$ cat src/rtl/tcp_rx_tmp_buf_wr_pkg.sv
// ---------------------------------------------------------------------------
// tcp_rx_tmp_buf_wr_pkg
// Shared TCP receive-path types and constants used by the temporary-buffer
// payload writer:
//   - RX_TMP_BUF_* sizing constants and interface widths
//   - payload_buf_struct / rx_store_buf_q_struct (store-buffer queue entry)
//   - rx_tmp_buf_hdr_struct (per-packet header as seen by the writer)
//   - rx_tmp_buf_wr_state_e (writer FSM states)
//   - rx_tmp_buf_classify() helper (Store / Drop / Empty decision)
// ---------------------------------------------------------------------------
package tcp_rx_tmp_buf_wr_pkg;

    localparam int MAC_INTERFACE_W           = 512;
    localparam int FLOWID_W                  = 12;
    localparam int PAYLOAD_ENTRY_LEN_W       = 16;

    localparam int RX_TMP_BUF_NUM_SLABS      = 16;
    localparam int RX_TMP_BUF_SLAB_BYTES     = 2048;
    localparam int RX_TMP_BUF_SLAB_NUM_W     = $clog2(RX_TMP_BUF_NUM_SLABS);
    localparam int RX_TMP_BUF_BEATS_PER_SLAB = RX_TMP_BUF_SLAB_BYTES / (MAC_INTERFACE_W / 8);
    localparam int RX_TMP_BUF_MEM_ADDR_W     = RX_TMP_BUF_SLAB_NUM_W + $clog2(RX_TMP_BUF_BEATS_PER_SLAB);

    typedef struct packed {
        logic [31:0]                    payload_addr;
        logic [PAYLOAD_ENTRY_LEN_W-1:0] payload_len;
    } payload_buf_struct;

    typedef struct packed {
        logic [FLOWID_W-1:0]            flowid;
        logic                           accept_payload;
        logic [31:0]                    payload_addr;
        logic [PAYLOAD_ENTRY_LEN_W-1:0] payload_len;
    } rx_store_buf_q_struct;

    localparam int RX_STORE_BUF_Q_STRUCT_W = $bits(rx_store_buf_q_struct);

    typedef struct packed {
        logic [FLOWID_W-1:0]            flowid;
        logic                           accept;
        logic [PAYLOAD_ENTRY_LEN_W-1:0] len;
    } rx_tmp_buf_hdr_struct;

    typedef enum logic [1:0] {
        ST_IDLE  = 2'd0,
        ST_WRITE = 2'd1,
        ST_DRAIN = 2'd2,
        ST_OUT   = 2'd3
    } rx_tmp_buf_wr_state_e;

    typedef enum logic [1:0] {
        PKT_STORE = 2'd0,
        PKT_DROP  = 2'd1,
        PKT_EMPTY = 2'd2
    } rx_tmp_buf_pkt_class_e;

    // Empty wins over everything; an oversize accepted packet is drained.
    function automatic rx_tmp_buf_pkt_class_e rx_tmp_buf_classify(
        input rx_tmp_buf_hdr_struct hdr,
        input int unsigned          slab_bytes
    );
        rx_tmp_buf_pkt_class_e cls;
        if (hdr.len == '0)
            cls = PKT_EMPTY;
        else if (hdr.accept && (32'(hdr.len) <= slab_bytes))
            cls = PKT_STORE;
        else
            cls = PKT_DROP;
        return cls;
    endfunction

endpackage

$ cat src/rtl/tcp_rx_tmp_buf_wr_free_list.sv
// ---------------------------------------------------------------------------
// rx_tmp_buf_free_list
// FIFO of free slab numbers. Reset fills it with 0..NUM_SLABS-1 ascending.
// A push and a pop in the same cycle are both applied (count unchanged).
// Ports:
//   clk, rst       clock, asynchronous active-high reset
//   i_pop          remove head slab (caller guarantees o_count != 0)
//   o_head         slab number at the head of the list
//   i_push         return i_push_slab to the tail
//   o_count        number of free slabs (registered)
// ---------------------------------------------------------------------------
module rx_tmp_buf_free_list
    import tcp_rx_tmp_buf_wr_pkg::*;
#(
    parameter int NUM_SLABS = RX_TMP_BUF_NUM_SLABS,
    parameter int SLAB_W    = RX_TMP_BUF_SLAB_NUM_W
)(
    input  logic              clk,
    input  logic              rst,
    input  logic              i_pop,
    output logic [SLAB_W-1:0] o_head,
    input  logic              i_push,
    input  logic [SLAB_W-1:0] i_push_slab,
    output logic [SLAB_W:0]   o_count
);

    logic [SLAB_W-1:0] r_fifo [NUM_SLABS];
    logic [SLAB_W-1:0] r_rd_ptr;
    logic [SLAB_W-1:0] r_wr_ptr;
    logic [SLAB_W:0]   r_count;

    function automatic logic [SLAB_W-1:0] ptr_inc(input logic [SLAB_W-1:0] p);
        return (32'(p) == NUM_SLABS - 1) ? '0 : p + 1'b1;
    endfunction

    // Full after reset, so the write pointer starts equal to the read pointer.
    always_ff @(posedge clk or posedge rst) begin
        if (rst) begin
            for (int i = 0; i < NUM_SLABS; i++)
                r_fifo[i] <= SLAB_W'(i);
            r_rd_ptr <= '0;
            r_wr_ptr <= '0;
            r_count  <= (SLAB_W+1)'(NUM_SLABS);
        end else begin
            if (i_push) begin
                r_fifo[r_wr_ptr] <= i_push_slab;
                r_wr_ptr         <= ptr_inc(r_wr_ptr);
            end
            if (i_pop)
                r_rd_ptr <= ptr_inc(r_rd_ptr);
            case ({i_push, i_pop})
                2'b10:   r_count <= r_count + 1'b1;
                2'b01:   r_count <= r_count - 1'b1;
                default: r_count <= r_count;
            endcase
        end
    end

    assign o_head  = r_fifo[r_rd_ptr];
    assign o_count = r_count;

endmodule

$ cat src/rtl/tcp_rx_tmp_buf_wr.sv
// ---------------------------------------------------------------------------
// tcp_rx_tmp_buf_wr
// Receive-side payload writer: takes a packet header plus a length-framed
// beat stream, stores accepted payloads into a slab of the temporary buffer
// and emits one rx_store_buf_q_struct entry per packet.
// Ports:
//   clk, rst                       clock, asynchronous active-high reset
//   src_tmp_buf_hdr_*              header (val/flowid/accept/len), hdr_rdy back
//   src_tmp_buf_data(_val)         payload beats, tmp_buf_src_data_rdy back
//   tmp_buf_mem_wr_*               registered slab memory write port
//   tmp_buf_dst_q_val/_data        store-buffer queue entry, dst_tmp_buf_q_rdy
//   src_tmp_buf_free_val/_slab     slab release from downstream
//   tmp_buf_free_cnt               number of free slabs
// Optional macro TCP_RX_TMP_BUF_STATS_EN adds tmp_buf_stat_store_cnt,
// tmp_buf_stat_drop_cnt and tmp_buf_stat_stall_cycles (32-bit, wrapping).
// ---------------------------------------------------------------------------
module tcp_rx_tmp_buf_wr
    import tcp_rx_tmp_buf_wr_pkg::*;
#(
    parameter int DATA_W     = MAC_INTERFACE_W,
    parameter int NUM_SLABS  = RX_TMP_BUF_NUM_SLABS,
    parameter int SLAB_BYTES = RX_TMP_BUF_SLAB_BYTES
)(
    input  logic                               clk,
    input  logic                               rst,
    input  logic                               src_tmp_buf_hdr_val,
    input  logic [FLOWID_W-1:0]                src_tmp_buf_hdr_flowid,
    input  logic                               src_tmp_buf_hdr_accept,
    input  logic [PAYLOAD_ENTRY_LEN_W-1:0]     src_tmp_buf_hdr_len,
    output logic                               tmp_buf_src_hdr_rdy,
    input  logic                               src_tmp_buf_data_val,
    input  logic [DATA_W-1:0]                  src_tmp_buf_data,
    output logic                               tmp_buf_src_data_rdy,
    output logic                               tmp_buf_mem_wr_val,
    output logic [RX_TMP_BUF_MEM_ADDR_W-1:0]   tmp_buf_mem_wr_addr,
    output logic [DATA_W-1:0]                  tmp_buf_mem_wr_data,
    output logic                               tmp_buf_dst_q_val,
    output logic [RX_STORE_BUF_Q_STRUCT_W-1:0] tmp_buf_dst_q_data,
    input  logic                               dst_tmp_buf_q_rdy,
    input  logic                               src_tmp_buf_free_val,
    input  logic [RX_TMP_BUF_SLAB_NUM_W-1:0]   src_tmp_buf_free_slab,
`ifdef TCP_RX_TMP_BUF_STATS_EN
    output logic [31:0]                        tmp_buf_stat_store_cnt,
    output logic [31:0]                        tmp_buf_stat_drop_cnt,
    output logic [31:0]                        tmp_buf_stat_stall_cycles,
`endif
    output logic [RX_TMP_BUF_SLAB_NUM_W:0]     tmp_buf_free_cnt
);

    localparam int BEAT_BYTES = DATA_W / 8;
    localparam int BEAT_IDX_W = $clog2(SLAB_BYTES / BEAT_BYTES);
    localparam int SLAB_W     = RX_TMP_BUF_SLAB_NUM_W;
    localparam int LEN_W      = PAYLOAD_ENTRY_LEN_W;

    rx_tmp_buf_wr_state_e             r_state;
    logic [SLAB_W-1:0]                r_slab;
    logic [LEN_W-1:0]                 r_beat_cnt;
    logic [LEN_W-1:0]                 r_last_beat;
    logic                             r_mem_wr_val;
    logic [RX_TMP_BUF_MEM_ADDR_W-1:0] r_mem_wr_addr;
    logic [DATA_W-1:0]                r_mem_wr_data;
    rx_store_buf_q_struct             r_q_data;

    rx_tmp_buf_hdr_struct             w_hdr;
    rx_tmp_buf_pkt_class_e            w_class;
    logic                             w_hdr_rdy;
    logic                             w_hdr_fire;
    logic                             w_pop;
    logic                             w_data_fire;
    logic                             w_last;
    logic                             w_stall;
    logic [LEN_W-1:0]                 w_last_beat;
    logic [SLAB_W-1:0]                w_head;
    logic [SLAB_W:0]                  w_free_cnt;

    assign w_hdr.flowid = src_tmp_buf_hdr_flowid;
    assign w_hdr.accept = src_tmp_buf_hdr_accept;
    assign w_hdr.len    = src_tmp_buf_hdr_len;
    assign w_class      = rx_tmp_buf_classify(w_hdr, SLAB_BYTES);

    // Only a Store header can stall: Drop/Empty never need a slab.
    assign w_stall     = (r_state == ST_IDLE) && (w_class == PKT_STORE) && (w_free_cnt == '0);
    assign w_hdr_rdy   = (r_state == ST_IDLE) && !((w_class == PKT_STORE) && (w_free_cnt == '0));
    assign w_hdr_fire  = src_tmp_buf_hdr_val && w_hdr_rdy;
    assign w_pop       = w_hdr_fire && (w_class == PKT_STORE);
    assign w_data_fire = src_tmp_buf_data_val && tmp_buf_src_data_rdy;
    assign w_last      = (r_beat_cnt == r_last_beat);
    // Index of the final beat; meaningless for len==0, which never enters WRITE/DRAIN.
    assign w_last_beat = LEN_W'((32'(w_hdr.len) + BEAT_BYTES - 1) / BEAT_BYTES - 1);

    rx_tmp_buf_free_list #(
        .NUM_SLABS (NUM_SLABS),
        .SLAB_W    (SLAB_W)
    ) u_free_list (
        .clk         (clk),
        .rst         (rst),
        .i_pop       (w_pop),
        .o_head      (w_head),
        .i_push      (src_tmp_buf_free_val),
        .i_push_slab (src_tmp_buf_free_slab),
        .o_count     (w_free_cnt)
    );

    always_ff @(posedge clk or posedge rst) begin
        if (rst) begin
            r_state       <= ST_IDLE;
            r_slab        <= '0;
            r_beat_cnt    <= '0;
            r_last_beat   <= '0;
            r_mem_wr_val  <= 1'b0;
            r_mem_wr_addr <= '0;
            r_mem_wr_data <= '0;
            r_q_data      <= '0;
        end else begin
            r_mem_wr_val <= 1'b0;
            case (r_state)
                ST_IDLE: begin
                    if (w_hdr_fire) begin
                        r_slab                  <= w_head;
                        r_beat_cnt              <= '0;
                        r_last_beat             <= w_last_beat;
                        r_q_data.flowid         <= w_hdr.flowid;
                        r_q_data.accept_payload <= (w_class == PKT_STORE);
                        r_q_data.payload_addr   <= (w_class == PKT_STORE) ?
                                                   32'(w_head) * 32'(SLAB_BYTES) : 32'd0;
                        r_q_data.payload_len    <= w_hdr.len;
                        case (w_class)
                            PKT_STORE: r_state <= ST_WRITE;
                            PKT_DROP:  r_state <= ST_DRAIN;
                            default:   r_state <= ST_OUT;
                        endcase
                    end
                end
                ST_WRITE: begin
                    if (w_data_fire) begin
                        r_mem_wr_val  <= 1'b1;
                        r_mem_wr_addr <= RX_TMP_BUF_MEM_ADDR_W'({r_slab, r_beat_cnt[BEAT_IDX_W-1:0]});
                        r_mem_wr_data <= src_tmp_buf_data;
                        r_beat_cnt    <= r_beat_cnt + 1'b1;
                        if (w_last)
                            r_state <= ST_OUT;
                    end
                end
                ST_DRAIN: begin
                    if (w_data_fire) begin
                        r_beat_cnt <= r_beat_cnt + 1'b1;
                        if (w_last)
                            r_state <= ST_OUT;
                    end
                end
                ST_OUT: begin
                    if (dst_tmp_buf_q_rdy)
                        r_state <= ST_IDLE;
                end
                default: r_state <= ST_IDLE;
            endcase
        end
    end

    assign tmp_buf_src_hdr_rdy  = w_hdr_rdy;
    assign tmp_buf_src_data_rdy = (r_state == ST_WRITE) || (r_state == ST_DRAIN);
    assign tmp_buf_mem_wr_val   = r_mem_wr_val;
    assign tmp_buf_mem_wr_addr  = r_mem_wr_addr;
    assign tmp_buf_mem_wr_data  = r_mem_wr_data;
    assign tmp_buf_dst_q_val    = (r_state == ST_OUT);
    assign tmp_buf_dst_q_data   = r_q_data;
    assign tmp_buf_free_cnt     = w_free_cnt;

`ifdef TCP_RX_TMP_BUF_STATS_EN
    logic [31:0] r_stat_store;
    logic [31:0] r_stat_drop;
    logic [31:0] r_stat_stall;

    // Stall cycles count only while a Store header is actually waiting.
    always_ff @(posedge clk or posedge rst) begin
        if (rst) begin
            r_stat_store <= '0;
            r_stat_drop  <= '0;
            r_stat_stall <= '0;
        end else begin
            if (w_hdr_fire && (w_class == PKT_STORE))
                r_stat_store <= r_stat_store + 32'd1;
            if (w_hdr_fire && (w_class == PKT_DROP))
                r_stat_drop <= r_stat_drop + 32'd1;
            if (src_tmp_buf_hdr_val && w_stall)
                r_stat_stall <= r_stat_stall + 32'd1;
        end
    end

    assign tmp_buf_stat_store_cnt    = r_stat_store;
    assign tmp_buf_stat_drop_cnt     = r_stat_drop;
    assign tmp_buf_stat_stall_cycles = r_stat_stall;
`else
    logic w_unused_stall;
    assign w_unused_stall = w_stall;
`endif

endmodule

$ cat config.mk
export PLATFORM = sky130hd
export DESIGN_NAME = tcp_rx_tmp_buf_wr
export DESIGN_NICKNAME = d
export VERILOG_FILES = /design/src/rtl/tcp_rx_tmp_buf_wr_pkg.sv /design/src/rtl/tcp_rx_tmp_buf_wr_free_list.sv /design/src/rtl/tcp_rx_tmp_buf_wr.sv
export SDC_FILE = /design/constraint.sdc
export NUM_CORES = 2
export LEC_CHECK = 0
export BUFFER_PORTS_ARGS = -buffer_cell sky130_fd_sc_hd__clkbuf_2
export CORE_AREA = 2 2 445 447
export DETAILED_ROUTE_END_ITERATION = 7
export DIE_AREA = 0 0 447 449
export PLACE_DENSITY = 0.39
export REMOVE_ABC_BUFFERS = 1
export SYNTH_ARGS = -nofsm -noshare
export SYNTH_HDL_FRONTEND = slang
export SYNTH_SLANG_ARGS = --single-unit
$ cat constraint.sdc
create_clock -name clk -period 22.7 [get_ports clk]
set_clock_uncertainty 0.2 [all_clocks]
set_input_delay 0 -clock clk [delete_from_list [all_inputs] [get_ports clk]]
set_output_delay 0 -clock clk [all_outputs]
set_load 0.02 [all_outputs]
# Yosys cells after proc, flatten, opt, wreduce, memory -nomap -nowiden
# Cells that the tools add are included.
[totals]
reg_bits = 698
inputBits = 551
out_inout_bits = 591
elab_cells = 100
[classes]
add_sub_neg = 8
magnitude_cmp = 4
eq_ne = 13
muxes = 23
bitwise = 2
n_reduce_logical = 20
[op_table]
columns = ["cell", "n"]
rows = [
  ["bitwise mux 64 bit", 1],
  ["2-to-1 mux 16 bit", 2],
  ["one-hot mux 16 bit (2 select lines)", 1],
  ["2-to-1 mux 4 bit", 5],
  ["subtractor 17 x 1 -> 18 bit (second input constant)", 1],
  ["adder 16 x 7 -> 17 bit (second input constant)", 1],
  ["adder 16 x 1 -> 16 bit (second input constant)", 1],
  ["binary-select mux 4 bit (select 4 bit)", 1],
  ["demux 4 bit (select 4 bit)", 1],
  ["== test 16 bit", 1],
  ["less-or-equal comparator 16 x 12 -> 1 bit (second input constant)", 1],
  ["zero test 16 bit", 1],
  ["subtractor 16 x 1 -> 16 bit (second input constant)", 1],
  ["2-to-1 mux 15 bit", 1],
  [">= comparator 5 bit (second input constant)", 2],
  ["2-to-1 mux 2 bit", 5],
  ["NOT 4 -> 5 bit", 2],
  ["one-hot mux 5 bit (2 select lines)", 1],
  ["adder 4 x 1 -> 4 bit (second input constant)", 2],
  ["== test 4 bit (second input constant)", 2],
  ["logical AND 1 bit", 7],
  ["== test 2 x 1 -> 1 bit (second input constant)", 3],
  ["== test 2 bit (second input constant)", 3],
  ["!= test 2 x 1 -> 1 bit (second input constant)", 3],
  ["other kinds (16)", 21],
]

# Longest topological paths before layout
[logic_depth]
ltp_word = 12
depth_mapped = 16
depth_no_buf = 14

# Cells and area by module
# From an unflattened synthesis, not the netlist that was laid out.
[unflattened]
hier_cells = 2896
area_unflattened_um2 = 26879.5
[by_module_without_submodules]
columns = ["mod", "n_inst", "cells_per_inst", "area_per_inst_um2", "seq_area_each_um2"]
rows = [
  ["tcp_rx_tmp_buf_wr", 1, 2624, 23129.7, 14839.2],
  ["rx_tmp_buf_free_list", 1, 272, 3749.8, 1968.1],
]

# Worst setup path after synthesis
# No wires, ideal clock.
[synth_path]
path_kind = "reg2reg"
start = "register r_state[0]"
end = "register u_free_list.r_count[4] (netlist: u_free_list.o_count[4])"
setup_ns = 0.075
arrival_time_ns = 3.045
required_time_ns = 22.425
slack_ns = 19.380
path_stages_with_launch = 17
n_path_buf = 2
synth_period_minus_slack_ns = 3.320
path_cell_list = "dfrtp_1 inv_1 ha_1 clkbuf_1 nand2_1 o21bai_1 nor4b_1 buf_2 ha_1 inv_1 fa_1 inv_1 a21o_1 a21oi_1 xnor2_1 nor2_1 xor2_1"
[synth_between]
elab_chain_cells = 6
word_cells_on_any_way = 8
classes_between = "eq/ne: 2; mux: 1; reduce/logical: 5"
[synth_lines]
columns = ["element", "line", "rtl"]
rows = [
  ["start, declared", "tcp_rx_tmp_buf_wr.sv:55", "rx_tmp_buf_wr_state_e r_state;"],
  ["start signal, assigned", "tcp_rx_tmp_buf_wr.sv:106", "r_state <= ST_IDLE;"],
  ["start signal, assigned", "tcp_rx_tmp_buf_wr.sv:128", "PKT_STORE: r_state <= ST_WRITE;"],
  ["start signal, assigned", "tcp_rx_tmp_buf_wr.sv:129", "PKT_DROP: r_state <= ST_DRAIN;"],
  ["zero test 2 bit (*)", "tcp_rx_tmp_buf_wr.sv:83", "assign w_hdr_rdy = (r_state == ST_IDLE) && !((w_class == PKT_STORE) && (w_free_cnt == '0));"],
  ["logical AND 1 bit (*)", "tcp_rx_tmp_buf_wr.sv:83", ""],
  ["logical AND 1 bit (*)", "tcp_rx_tmp_buf_wr.sv:84", "assign w_hdr_fire = src_tmp_buf_hdr_val && w_hdr_rdy;"],
  ["logical AND 1 bit (*)", "tcp_rx_tmp_buf_wr.sv:85", "assign w_pop = w_hdr_fire && (w_class == PKT_STORE);"],
  ["== test 2 x 1 -> 1 bit or == test 2 bit (tied branches)", "tcp_rx_tmp_buf_wr_free_list.sv:51", "case ({i_push, i_pop})"],
  ["one-hot mux 5 bit (2 select lines) or nonzero test 2 bit (tied branches)", "-", ""],
  ["end signal, assigned", "tcp_rx_tmp_buf_wr_free_list.sv:52", "2'b10: r_count <= r_count + 1'b1;"],
  ["end signal, assigned", "tcp_rx_tmp_buf_wr_free_list.sv:53", "2'b01: r_count <= r_count - 1'b1;"],
  ["end signal, assigned", "tcp_rx_tmp_buf_wr_free_list.sv:54", "default: r_count <= r_count;"],
  ["end, declared", "tcp_rx_tmp_buf_wr_free_list.sv:30", "logic [SLAB_W:0] r_count;"],
]
# Every way passes the cells marked *; elsewhere a longest branch is shown, timed or not.
# A chain may end at the register's enable or synchronous reset.

# Final worst setup path
[layout_path]
start = "register r_state[1]"
end = "register r_mem_wr_data[431] (netlist: tmp_buf_mem_wr_data[431])"
[layout_between]
elab_chain_cells = 4
word_cells_on_any_way = 5
classes_between = "eq/ne: 2; reduce/logical: 3"
[layout_lines]
columns = ["element", "line", "rtl"]
rows = [
  ["== test 2 x 1 -> 1 bit or == test 2 bit (tied branches)", "tcp_rx_tmp_buf_wr.sv:116, tcp_rx_tmp_buf_wr.sv:161", ""],
  ["logical OR 1 bit", "tcp_rx_tmp_buf_wr.sv:161", "assign tmp_buf_src_data_rdy = (r_state == ST_WRITE) || (r_state == ST_DRAIN);"],
  ["logical AND 1 bit", "tcp_rx_tmp_buf_wr.sv:86", "assign w_data_fire = src_tmp_buf_data_val && tmp_buf_src_data_rdy;"],
  ["AND reduction 2 bit (no line) (*)", "-", ""],
  ["end signal, assigned", "tcp_rx_tmp_buf_wr.sv:138", "r_mem_wr_data <= src_tmp_buf_data;"],
  ["end, declared", "tcp_rx_tmp_buf_wr.sv:61", "logic [DATA_W-1:0] r_mem_wr_data;"],
]
# Marks and branches as above.

==> metrics.csv <==
stage;metric;value;unit
global_routing;gr ovfl total;0;
placed_design;pre-CTS setup slack;17.75;ns
critical_path;CP Capture Type;flip-flop;
yosys;Cells after Synth;2925;
route;Avg WL per Cell;18.14;um
sta;final hold violation count;0;
critical_path;CP arrival;5.45;ns
critical_path;CP max FO;120;
placed_design;RePlAce Congestion;0.8843;
global_routing;GRT Util Overall;13.94;%
global_routing;vias in the first global route;29830;
route;Metal-1 WL;59240;um
placed_design;post-DP HPWL;105500;um
route;post-route ant nets;0;
clocking;clock latency on the worst-skew pair;0.71;ns
yosys;Post-synth top flop;dfrtp_1;
critical_path;critical path startpoint category;flip-flop;
clocking;PostCTS Resize Cnt;0;
worst_hold_path;min-delay worst type;in2reg;
placed_design;placed cells;6557;
sta;max-slew violations;0;
yosys;commonest cells in the netlist;nand2_1, dfrtp_1, clkbuf_1;
die;die height;449;um
critical_path;Buf/Inv on CP;6;
die;Core Region;0.1962;sq mm
route;routed length on met2;68590;um
sta;worst-margin pin slew;1.177;ns
clocking;deepest clock path buffer count;3;
final_layout;Area Growth Syn to Fin;84.73;%
sta;Tmin final;5.031;ns
critical_path;Setup Crit Path Kind;reg2reg;
clocking;H-tree depth;3;
final_layout;layout cell share with drive strength beyond 1;26.99;%
route;DRT iter0 DRCs;1503;
critical_path;CP max stage cell;buf_4;
sta;Max transition margin;21.21;%
sta;Fmax;198.8;MHz
sta;final worst path period share;22.16;%
die;Std-Cell Rows;163;
sta;Setup WS post-layout;17.67;ns
sta;WHS;0.09014;ns
final_layout;net count reported at finish;5712;
yosys;Post-Synthesis Cell Area;0.02700;sq mm
yosys;number of enable flip-flop cells after synthesis;0;
final_layout;Fillers;21340;
final_layout;Post-Layout Cell Count;7864;
sta;setup violators final;0;
sta;Fin Setup TNS;0;ns
die;Initial Util;13.76;%
yosys;Synth cell types;63;
route;DR top layer;met5;
clocking;TritonCTS clock tree;done;
pwr;Power per Cell Area;119.1;mW/mm^2
die;Die Area;0.2007;sq mm
yosys;Yosys top cell area share;59.04;%
run;max cap viols;0;
route;Pre-antenna DRT Iters;5;
clocking;post-CTS setup buffers;0;
clocking;clock sinks;670;
yosys;Yosys top cell by area;dfrtp_1;
global_routing;largest net degree at the start of global routing;121;
yosys;Synth warnings;0;
route;Met3 Wirelength;9853;um
yosys;cell with the most instances after synthesis;nand2_1;
clocking;clock root cell;clkbuf_16;
yosys;Yosys reg bits;670;
clocking;Inserted Clock Buffers;87;
critical_path;slowest cell delay on critical path;0.82;ns
critical_path;critical-path cell list;inv_1 > ha_1 > nand2_4 > inv_8 > buf_4 > buf_4 > buf_4 > buf_4 > nand2_1 > nand2_1;
route;Post-route DRC;0;
route;Vias;28470;
critical_path;Critical Path RT;23.12;ns
pwr;VDD IR max;59.03;uV
route;drt total wl;142600;um
global_routing;first-pass GRT wire length;207000;um
placed_design;Port Buffers;1113;
route;vias per inst;3.620;
pwr;Leak;25.38;nW
clocking;clock transition at the registers of the reported paths;0.06;ns
yosys;ys async rst share;100.0;%
clocking;Hold Buf Count CTS;1139;
global_routing;initial antenna violation count;35;
yosys;Syn Area/Cell;9.230;sq um
yosys;register area share after synthesis;62.25;%
critical_path;cell mode on critical path;buf_4;
die;io pins;1142;
yosys;Area contributors post-synth;dfrtp_1, nand2_1, dfstp_2, mux2_2, clkbuf_1;
sta;unrepaired setup endpoints after global routing;false;
die;die width;447;um
run_status;status;completed;
critical_path;top cell family by delay on the critical path;buffers and inverters;
stage by stage:
stage                     power [mW]  instance area [sq um]  utilization, %
final                          5.938                  49870           25.42
after global routing           6.332                  49870           25.42
after CTS                      6.036                  49850           25.41
after detailed placement       4.324                  35460           18.07
after global placement         4.317                  35460           18.07
after floorplan                3.336                  26320               -
cell usage in the layout (no fill, tap or decap), drive strengths merged, types with 10 or more instances in the layout:
master and count:
conb 28, clkbuf 1240, o21ai 34, xnor2 28, nand3 18, a21o 10
dfrtp 637, clkinv 15, dlygate4sd3 1139, inv 27, mux2 68, ha 15
nand2 1722, dfstp 33, nor2 17, a21oi 11, diode 10, mux2i 16
buf 30, nand4 11
path summary, 6_finish.rpt:
check / start / endpoint / slack [ns] / cells past startpoint
setup / recovery: r_state[1] / tmp_buf_mem_wr_data[431] / 17.67 / 10
hold / removal: src_tmp_buf_data[68] / tmp_buf_mem_wr_data[68] / 0.09 / 4
setup reg to reg: r_state[1] / tmp_buf_mem_wr_data[431] / 17.67 / 10
hold reg to reg: r_slab[1] / tmp_buf_mem_wr_addr[6] / 0.26 / 2
max in group asynchronous: rst / tmp_buf_mem_wr_data[478] / 18.36 / 8
min in group asynchronous: rst / tmp_buf_mem_wr_data[131] / 0.40 / 4
metal layers:
layer | vias to the layer above | track usage [%]
met5 | - | 0
met4 | 4 | 5.046
met2 | 756 | 23.47
met1 | 13950 | 16.76
li1 | 13550 | -
met3 | 217 | 4.025
registers in the layout (all words and copies together), names as in the netlist:
| name | cells |
|---|---|
| r_slab | 4 |
| u_free_list.r_wr_ptr | 4 |
| r_last_beat | 16 |
| tmp_buf_mem_wr_addr | 9 |
| u_free_list.r_fifo | 64 |
| u_free_list.o_count | 5 |
| u_free_list.r_rd_ptr | 4 |
| tmp_buf_mem_wr_val | 1 |
| r_beat_cnt | 16 |
| r_state | 2 |
| tmp_buf_dst_q_data | 33 |
| tmp_buf_mem_wr_data | 512 |
layout make-up:
cell class / instances / area (sq um) / share of cell area, %
multi-input cells: 2082 / 9455 / 18.96
clock inverters: 31 / 450.4 / 0.9032
clock buffers: 127 / 2537 / 5.088
well taps: 2640 / 3303 / 6.623
diodes: 10 / 25.02 / 0.05018
flip-flops and latches: 670 / 16810 / 33.70
inverters: 22 / 97.59 / 0.1957
repair buffers: 2282 / 17200 / 34.48
tightest hold or removal path, stage by stage:
cell	delay, ns
dlygate4sd3_1	0.54
clkbuf_2	0.12
nand2_1	0.17
nand2_1	0.12
logic make-up (layout without fill, tap and decap cells):
family / count (synthesis) / count (layout) / share of synthesized area [%]
flip-flops: 670 / 670 / 62.25
AND/OR/NAND/NOR: 1814 / 1814 / 25.98
multiplexers: 92 / 92 / 4.125
buffers and inverters: 200 / 2462 / 3.202
XOR/XNOR: 34 / 34 / 1.103
AO/OA/AOI/OAI: 97 / 97 / 2.516
other: 1 / 38 / 0.01389
adder cells (fa/ha/maj): 17 / 17 / 0.8064
where the power goes:
| part | total [mW] | switching, mW | leakage [nW] | internal, mW |
|---|---|---|---|---|
| Sequential | 2.09 | 0.360 | 8.40 | 1.73 |
| Combinational | 2.37 | 1.57 | 15.5 | 0.801 |
| Clock | 1.47 | 0.610 | 1.46 | 0.861 |
| Total | 5.94 | 2.54 | 25.4 | 3.39 |
Note: power is estimated with default switching activity, not from simulation.
